**src/rtl/mips_pkg.sv**
```systemverilog
// Shared MIPS pipeline types and constants.
// Used by the MEM stage request FSM and the MEM/WB register.
package mips_pkg;

  typedef enum logic [1:0] {
    IDLE = 2'd0,
    WAIT = 2'd1,
    DONE = 2'd2
  } mem_state_t;

  localparam logic [31:0] NOP_INSTR   = 32'h0000_0000;
  localparam int          MEM_TIMEOUT = 255;

endpackage

```
**src/rtl/mem_wb_stage_if.sv**
```systemverilog
// EX/MEM inputs, data-memory req/ack bus and MEM/WB outputs of the memory stage.
// The stage takes the slave side; the surrounding pipeline and memory take the master side.
interface mem_wb_stage_if;
  logic [31:0] ALUIn;
  logic [31:0] DbIn;
  logic [4:0]  AwIn;
  logic        RegWrIn;
  logic        MemWrIn;
  logic        MemToRegIn;
  logic [31:0] instrIn;

  logic        memReq;
  logic        memWe;
  logic [31:0] memAddr;
  logic [31:0] memWData;
  logic [31:0] memRData;
  logic        memAck;

  logic        stall;
  logic [31:0] WbDataOut;
  logic [4:0]  AwOut;
  logic        RegWrOut;
  logic [31:0] instrOut;
  logic        memErr;

  modport master (
    output ALUIn, DbIn, AwIn, RegWrIn, MemWrIn, MemToRegIn, instrIn,
    output memRData, memAck,
    input  memReq, memWe, memAddr, memWData,
    input  stall, WbDataOut, AwOut, RegWrOut, instrOut, memErr
  );

  modport slave (
    input  ALUIn, DbIn, AwIn, RegWrIn, MemWrIn, MemToRegIn, instrIn,
    input  memRData, memAck,
    output memReq, memWe, memAddr, memWData,
    output stall, WbDataOut, AwOut, RegWrOut, instrOut, memErr
  );
endinterface

```
**src/rtl/mem_req_fsm.sv**
```systemverilog
// Data-memory req/ack sequencer: IDLE -> WAIT (until ack or timeout) -> DONE.
// Holds the registered request, the captured load data and the sticky timeout flag.
module mem_req_fsm
  import mips_pkg::*;
#(
  parameter int TIMEOUT = MEM_TIMEOUT
) (
  input  logic        clk,
  input  logic        reset,
  input  logic        memOp,
  input  logic        memWrIn,
  input  logic [31:0] aluIn,
  input  logic [31:0] dbIn,
  input  logic [31:0] memRData,
  input  logic        memAck,
  output mem_state_t  state,
  output logic        memReq,
  output logic        memWe,
  output logic [31:0] memAddr,
  output logic [31:0] memWData,
  output logic [31:0] rdBuf,
  output logic        memErr
);

  localparam logic [7:0] CNT_LAST = 8'(TIMEOUT - 1);

  mem_state_t state_nxt;
  logic [7:0] cnt;
  logic       expired;

  assign expired = (cnt == CNT_LAST);

  always_ff @(posedge clk or negedge reset) begin
    if (!reset) state <= IDLE;
    else        state <= state_nxt;
  end

  always_comb begin
    state_nxt = state;
    case (state)
      IDLE:    if (memOp) state_nxt = WAIT;
      WAIT:    if (memAck || expired) state_nxt = DONE;
      DONE:    state_nxt = IDLE;
      default: state_nxt = IDLE;
    endcase
  end

  always_ff @(posedge clk or negedge reset) begin
    if (!reset) begin
      memReq   <= 1'b0;
      memWe    <= 1'b0;
      memAddr  <= 32'h0;
      memWData <= 32'h0;
      rdBuf    <= 32'h0;
      memErr   <= 1'b0;
      cnt      <= 8'h0;
    end else begin
      case (state)
        IDLE: begin
          if (memOp) begin
            memReq   <= 1'b1;
            memWe    <= memWrIn;
            memAddr  <= aluIn;
            memWData <= dbIn;
            cnt      <= 8'h0;
          end
        end
        WAIT: begin
          // Ack wins over an expiring counter on the same cycle.
          if (memAck) begin
            rdBuf  <= memRData;
            memReq <= 1'b0;
          end else if (expired) begin
            memErr <= 1'b1;
            rdBuf  <= 32'h0;
            memReq <= 1'b0;
          end else begin
            cnt <= cnt + 8'h1;
          end
        end
        default: ;
      endcase
    end
  end

endmodule

```
**src/rtl/mem_wb_stage.sv**
```systemverilog
// MIPS MEM stage plus MEM/WB register; stalls upstream while a data-memory access is open.
// Bubbles are written back during the stall, the real instruction on the DONE edge.
module mem_wb_stage
  import mips_pkg::*;
#(
  parameter int          TIMEOUT = MEM_TIMEOUT,
  parameter logic [31:0] NOP     = NOP_INSTR
) (
  input  logic          clk,
  input  logic          reset,
  mem_wb_stage_if.slave bus
);

  mem_state_t  state;
  logic        memOp;
  logic        wb_real;
  logic [31:0] rdBuf;
  logic        memReq, memWe, memErr;
  logic [31:0] memAddr, memWData;
  logic [31:0] wb_data;
  logic [4:0]  aw;
  logic        regwr;
  logic [31:0] instr;

  assign memOp = bus.MemWrIn | bus.MemToRegIn;

  mem_req_fsm #(.TIMEOUT(TIMEOUT)) u_fsm (
    .clk      (clk),
    .reset    (reset),
    .memOp    (memOp),
    .memWrIn  (bus.MemWrIn),
    .aluIn    (bus.ALUIn),
    .dbIn     (bus.DbIn),
    .memRData (bus.memRData),
    .memAck   (bus.memAck),
    .state    (state),
    .memReq   (memReq),
    .memWe    (memWe),
    .memAddr  (memAddr),
    .memWData (memWData),
    .rdBuf    (rdBuf),
    .memErr   (memErr)
  );

  // DONE releases the stall so upstream advances on the same edge the WB register loads.
  assign bus.stall = (state == WAIT) || ((state == IDLE) && memOp);
  assign wb_real   = (state == DONE) || ((state == IDLE) && !memOp);

  always_ff @(posedge clk or negedge reset) begin
    if (!reset) begin
      wb_data <= 32'h0;
      aw      <= 5'd0;
      regwr   <= 1'b0;
      instr   <= NOP;
    end else if (wb_real) begin
      wb_data <= ((state == DONE) && bus.MemToRegIn) ? rdBuf : bus.ALUIn;
      aw      <= bus.AwIn;
      regwr   <= bus.RegWrIn;
      instr   <= bus.instrIn;
    end else begin
      wb_data <= 32'h0;
      aw      <= 5'd0;
      regwr   <= 1'b0;
      instr   <= NOP;
    end
  end

  assign bus.memReq    = memReq;
  assign bus.memWe     = memWe;
  assign bus.memAddr   = memAddr;
  assign bus.memWData  = memWData;
  assign bus.memErr    = memErr;
  assign bus.WbDataOut = wb_data;
  assign bus.AwOut     = aw;
  assign bus.RegWrOut  = regwr;
  assign bus.instrOut  = instr;

endmodule

```
**src/flat_wrapper.sv**
```systemverilog
// flat-port wrapper written by rule: the top's interface ports become plain ports
module mem_wb_stage_flat import mips_pkg::*;
#(
  parameter int          TIMEOUT = MEM_TIMEOUT,
  parameter logic [31:0] NOP     = NOP_INSTR
)
  (clk, reset, bus_ALUIn, bus_DbIn, bus_AwIn, bus_RegWrIn, bus_MemWrIn, bus_MemToRegIn, bus_instrIn, bus_memRData, bus_memAck, bus_memReq, bus_memWe, bus_memAddr, bus_memWData, bus_stall, bus_WbDataOut, bus_AwOut, bus_RegWrOut, bus_instrOut, bus_memErr);
  mem_wb_stage_if bus_i ();
  input  logic clk;
  input  logic reset;
  input wire logic [$bits(bus_i.ALUIn)-1:0] bus_ALUIn;
  input wire logic [$bits(bus_i.DbIn)-1:0] bus_DbIn;
  input wire logic [$bits(bus_i.AwIn)-1:0] bus_AwIn;
  input wire logic [$bits(bus_i.RegWrIn)-1:0] bus_RegWrIn;
  input wire logic [$bits(bus_i.MemWrIn)-1:0] bus_MemWrIn;
  input wire logic [$bits(bus_i.MemToRegIn)-1:0] bus_MemToRegIn;
  input wire logic [$bits(bus_i.instrIn)-1:0] bus_instrIn;
  input wire logic [$bits(bus_i.memRData)-1:0] bus_memRData;
  input wire logic [$bits(bus_i.memAck)-1:0] bus_memAck;
  output wire logic [$bits(bus_i.memReq)-1:0] bus_memReq;
  output wire logic [$bits(bus_i.memWe)-1:0] bus_memWe;
  output wire logic [$bits(bus_i.memAddr)-1:0] bus_memAddr;
  output wire logic [$bits(bus_i.memWData)-1:0] bus_memWData;
  output wire logic [$bits(bus_i.stall)-1:0] bus_stall;
  output wire logic [$bits(bus_i.WbDataOut)-1:0] bus_WbDataOut;
  output wire logic [$bits(bus_i.AwOut)-1:0] bus_AwOut;
  output wire logic [$bits(bus_i.RegWrOut)-1:0] bus_RegWrOut;
  output wire logic [$bits(bus_i.instrOut)-1:0] bus_instrOut;
  output wire logic [$bits(bus_i.memErr)-1:0] bus_memErr;
  assign bus_i.ALUIn = bus_ALUIn;
  assign bus_i.DbIn = bus_DbIn;
  assign bus_i.AwIn = bus_AwIn;
  assign bus_i.RegWrIn = bus_RegWrIn;
  assign bus_i.MemWrIn = bus_MemWrIn;
  assign bus_i.MemToRegIn = bus_MemToRegIn;
  assign bus_i.instrIn = bus_instrIn;
  assign bus_i.memRData = bus_memRData;
  assign bus_i.memAck = bus_memAck;
  assign bus_memReq = bus_i.memReq;
  assign bus_memWe = bus_i.memWe;
  assign bus_memAddr = bus_i.memAddr;
  assign bus_memWData = bus_i.memWData;
  assign bus_stall = bus_i.stall;
  assign bus_WbDataOut = bus_i.WbDataOut;
  assign bus_AwOut = bus_i.AwOut;
  assign bus_RegWrOut = bus_i.RegWrOut;
  assign bus_instrOut = bus_i.instrOut;
  assign bus_memErr = bus_i.memErr;
  mem_wb_stage #(.TIMEOUT(TIMEOUT), .NOP(NOP)) u_core (.clk(clk), .reset(reset), .bus(bus_i));
endmodule
```
**config.mk**
```make
export PLATFORM = sky130hd
export DESIGN_NAME = mem_wb_stage_flat
export DESIGN_NICKNAME = d
export VERILOG_FILES = /design/src/rtl/mips_pkg.sv /design/src/rtl/mem_wb_stage_if.sv /design/src/rtl/mem_req_fsm.sv /design/src/rtl/mem_wb_stage.sv /design/src/flat_wrapper.sv
export SDC_FILE = /design/constraint.sdc
export NUM_CORES = 1
export LEC_CHECK = 0
export ABC_CLOCK_PERIOD_IN_PS = 1800
export BUFFER_PORTS_ARGS = -buffer_cell sky130_fd_sc_hd__buf_4
export CAP_MARGIN = 5
export CORE_ASPECT_RATIO = 0.6
export CORE_MARGIN = 8
export CORE_UTILIZATION = 39
export DETAILED_ROUTE_END_ITERATION = 7
export GPL_ROUTABILITY_DRIVEN = 0
export MAX_ROUTING_LAYER = met4
export PLACE_DENSITY = 0.67
export SLEW_MARGIN = 30
export SYNTH_ARGS = -nofsm -noshare
export SYNTH_HDL_FRONTEND = slang
export SYNTH_SLANG_ARGS = --single-unit
```
**constraint.sdc**
```tcl
create_clock -name clk -period 1.8 [get_ports clk]
set_input_delay 0.36 -clock clk [delete_from_list [all_inputs] [get_ports clk]]
set_output_delay 0.36 -clock clk [all_outputs]
set_load 0.005 [all_outputs]
```
==> flow_summary_export.csv <==
group,metric,value,unit
critical_path,critPathArrivalTime,1390,ps
sta,setup-tns-final,0,ps
synthesis,ys_types,29,
synthesis,synth_area_leaders,"dfrtp_1, nand2_1, a22o_1, and2_1, a21oi_1",
sta,timing.final.crit_period,1745,ps
routing,drtPass1Iterations,4,
global_route,grt_pass1_vias,5480,
global_route,antenna_found_initial,0,
worst_hold_path,whs_path_depth,3,
synthesis,synth_area,6645,um^2
die,num_rows,37,
worst_hold_path,hold_class,"in -> reg",
worst_hold_path,hold_start,"bus_DbIn[6]",
power_and_ir_drop,power_leakage,5.186,nW
global_route,grt_usage,18.87,%
cells_and_area,regArea,4482,um^2
critical_path,critPathLaunchType,"flop",
routing,vias_per_cell,4.605,
critical_path,worstReg2RegEnd,"u_core.u_fsm.cnt[4]",
cts,htreeDepth,4,
critical_path,r2r_cells,6,
sta,finalSetupViolCount,0,
die,start_util,39.33,%
critical_path,cp.required,1440,ps
cts,root_buffer,"clkbuf_16",
die,die-area,21610,um^2
sta,finalClockSkew,10.75,ps
sta,fmax,573.0,MHz
synthesis,synth_largest_area_cell,"dfrtp_1",
sta,finalHoldViolCount,0,
cells_and_area,multi_input_area,2033,um^2
global_route,grt_max_degree,53,
cells_and_area,n_fill_cell,1493,
synthesis,async_flop_share,100.0,%
synthesis,synth_edf_count,0,
global_route,met1_usage,26.90,%
synthesis,ys_seq_area_share,67.41,%
sta,rsz0062_at_grt,"no",
cells_and_area,n_antenna_cell,0,
synthesis,synthCells,636,
placed_design,hpwl,14500,um
synthesis,ys_top_cells_by_count,"nand2_1, dfrtp_1, and2_1",
run,drv_cap,0,
routing,antenna_left,0,
sta,drv_slew,0,
cts,numCtsBuffers,17,
global_route,use_met3,5.364,%
cts,cts_tree,"built",
global_route,busiest_layer,"met1",
global_route,grt.overflow.total,0,
cts,clk_path_buf_depth,2,
critical_path,crit_type,"reg -> out",
die,die_w,184.5,um
critical_path,r2r_start,"u_core.u_fsm.cnt[0]",
routing,drc,0,
synthesis,yosysTopAreaCellShare,67.41,%
run_status,status,"completed",
die,io_pins,277,
sta,relSlewSlack,61.54,%
cts,clkTransAtPathRegs,70,ps
sta,whs,124.2,ps
global_route,grt_util_met2,26.69,%
routing,route.vias.total,5351,
cts,clk_latency,420,ps
cells_and_area,area_delta_synth_final,46.19,%
die,core-area,16900,um^2
sta,fin_crit_sh,96.95,%
critical_path,worstPathMaxFanout,6,
synthesis,synthMostInstantiatedCell,"nand2_1",
placed_design,portBuffers,276,
synthesis,synth_ff_type,"dfrtp_1",
critical_path,end_kind,"output pin",
worst_hold_path,holdPathEnd,"u_core.u_fsm.memWData[6]",
synthesis,synth.avg_cell_area,10.45,um^2
sta,tightest_slew,576.9,ps
synthesis,ys_ff_latch,179,
cells_and_area,drive_gt1_share,36.85,%
critical_path,rrSetupSlack,160,ps
cts,cts_sinks,179,
routing,drt_iter0_drc,339,
synthesis,yosysWarnings,0,
power_and_ir_drop,peakVddDrop,0.6856,mV
synthesis,synth_nets,777,
cells_and_area,fin_nets,1056,
routing,routedWlPerCell,17.02,um
routing,wl,19780,um
power_and_ir_drop,power_density,1527,nW/um^2
global_route,grt_first_pass_wirelength,30850,um
die,die_h,117.1,um
## critical path, stage by stage (launching register included)
cell and delay, ps:
dfrtp_2 460, or2b_1 290, nand2_2 100, buf_4 110
## registers in the layout, indices dropped and copies added (netlist names), 2 cells and up
signal / flops
u_core.bus.WbDataOut: 32
u_core.bus.instrOut: 32
u_core.u_fsm.memAddr: 32
u_core.u_fsm.memWData: 32
u_core.u_fsm.rdBuf: 32
u_core.u_fsm.cnt: 8
u_core.bus.AwOut: 5
u_core.u_fsm.state: 2
## metal layers
metal	up-vias	routed length [um]
met4	0	25
li1	2593	-
met2	160	8742
met1	2594	9515
met5	-	0
met3	4	1492
## timing repair
item                                    in CTS  in global routing
endpoints found under the setup margin       1                  5
hold buffers                                 1                  0
endpoints found under the hold margin       43                  0
setup buffers                                0                  2
gates resized for setup                      4                  3
## report_power, final
part / switching, mW / internal, mW
Clock: 1.73 / 2.02
Combinational: 2.41 / 2.50
Sequential: 0.738 / 5.43
Total: 4.88 / 9.96
## cell families after synthesis
kind of cell | synth area share (%)
and+or+nand+nor | 21.01
DFF | 67.41
AOI/OAI and AO/OA | 8.379
adders and majority gates | 0.3765
buffers and inverters | 2.693
xor gates and xnor gates | 0.1318
## metrics by stage
| stage | worst slack (ps) | power [mW] | std cells | cell area [um^2] | utilization [%] |
|---|---|---|---|---|---|
| final | 54.82 | 14.84 | 1162 | 9714 | 57.49 |
| after global routing | 18.09 | 15.86 | 1162 | 9714 | 57.49 |
| after CTS | 6.027 | 15.03 | 1160 | 9687 | 57.33 |
| after detailed placement | 159.8 | 11.18 | 1127 | 9065 | 53.65 |
| after global placement | 194.3 | 11.09 | 1127 | 9065 | 53.65 |
| after floorplan | 345.3 | 8.318 | 636 | 6645 | - |
## cells in the final DEF (no fill, tap or decap), types with 2 or more instances in the layout
cell type  instances
nor2_2             2
ha_1               2
nand2_1          261
a31o_2             2
buf_4            292
clkbuf_16         17
dfrtp_2            2
clkinv_4           3
buf_12             4
inv_6              4
nand3_1           11
o21ai_0            6
a22o_1            33
nor2_1             3
and2_1            39
clkinv_8           2
a21o_1             2
inv_8              3
inv_1              3
a21oi_1           35
o21ai_4            3
dfrtp_1          177
or3_1              3
## how the worst max path moves through the flow
stage / to / cells past startpoint / startpoint
after floorplan: bus_stall / 5 / u_core.u_fsm.state[1]
after global placement: u_core.u_fsm.cnt[5] / 6 / u_core.u_fsm.cnt[0]
after detailed placement: u_core.u_fsm.cnt[7] / 6 / u_core.u_fsm.cnt[0]
after CTS: bus_stall / 3 / u_core.u_fsm.state[1]
after global routing: bus_stall / 3 / u_core.u_fsm.state[1]
final: bus_stall / 3 / u_core.u_fsm.state[1]
## area by class of cell
class,count,area share [%]
inverter,3,0.1159
timing repair buffer,298,23.61
tap,234,3.014
clock inverter,14,1.674
multi-input combinational,416,20.93
sequential,179,46.14
clock buffer,18,4.521
Power figures use the tool's default switching activity.
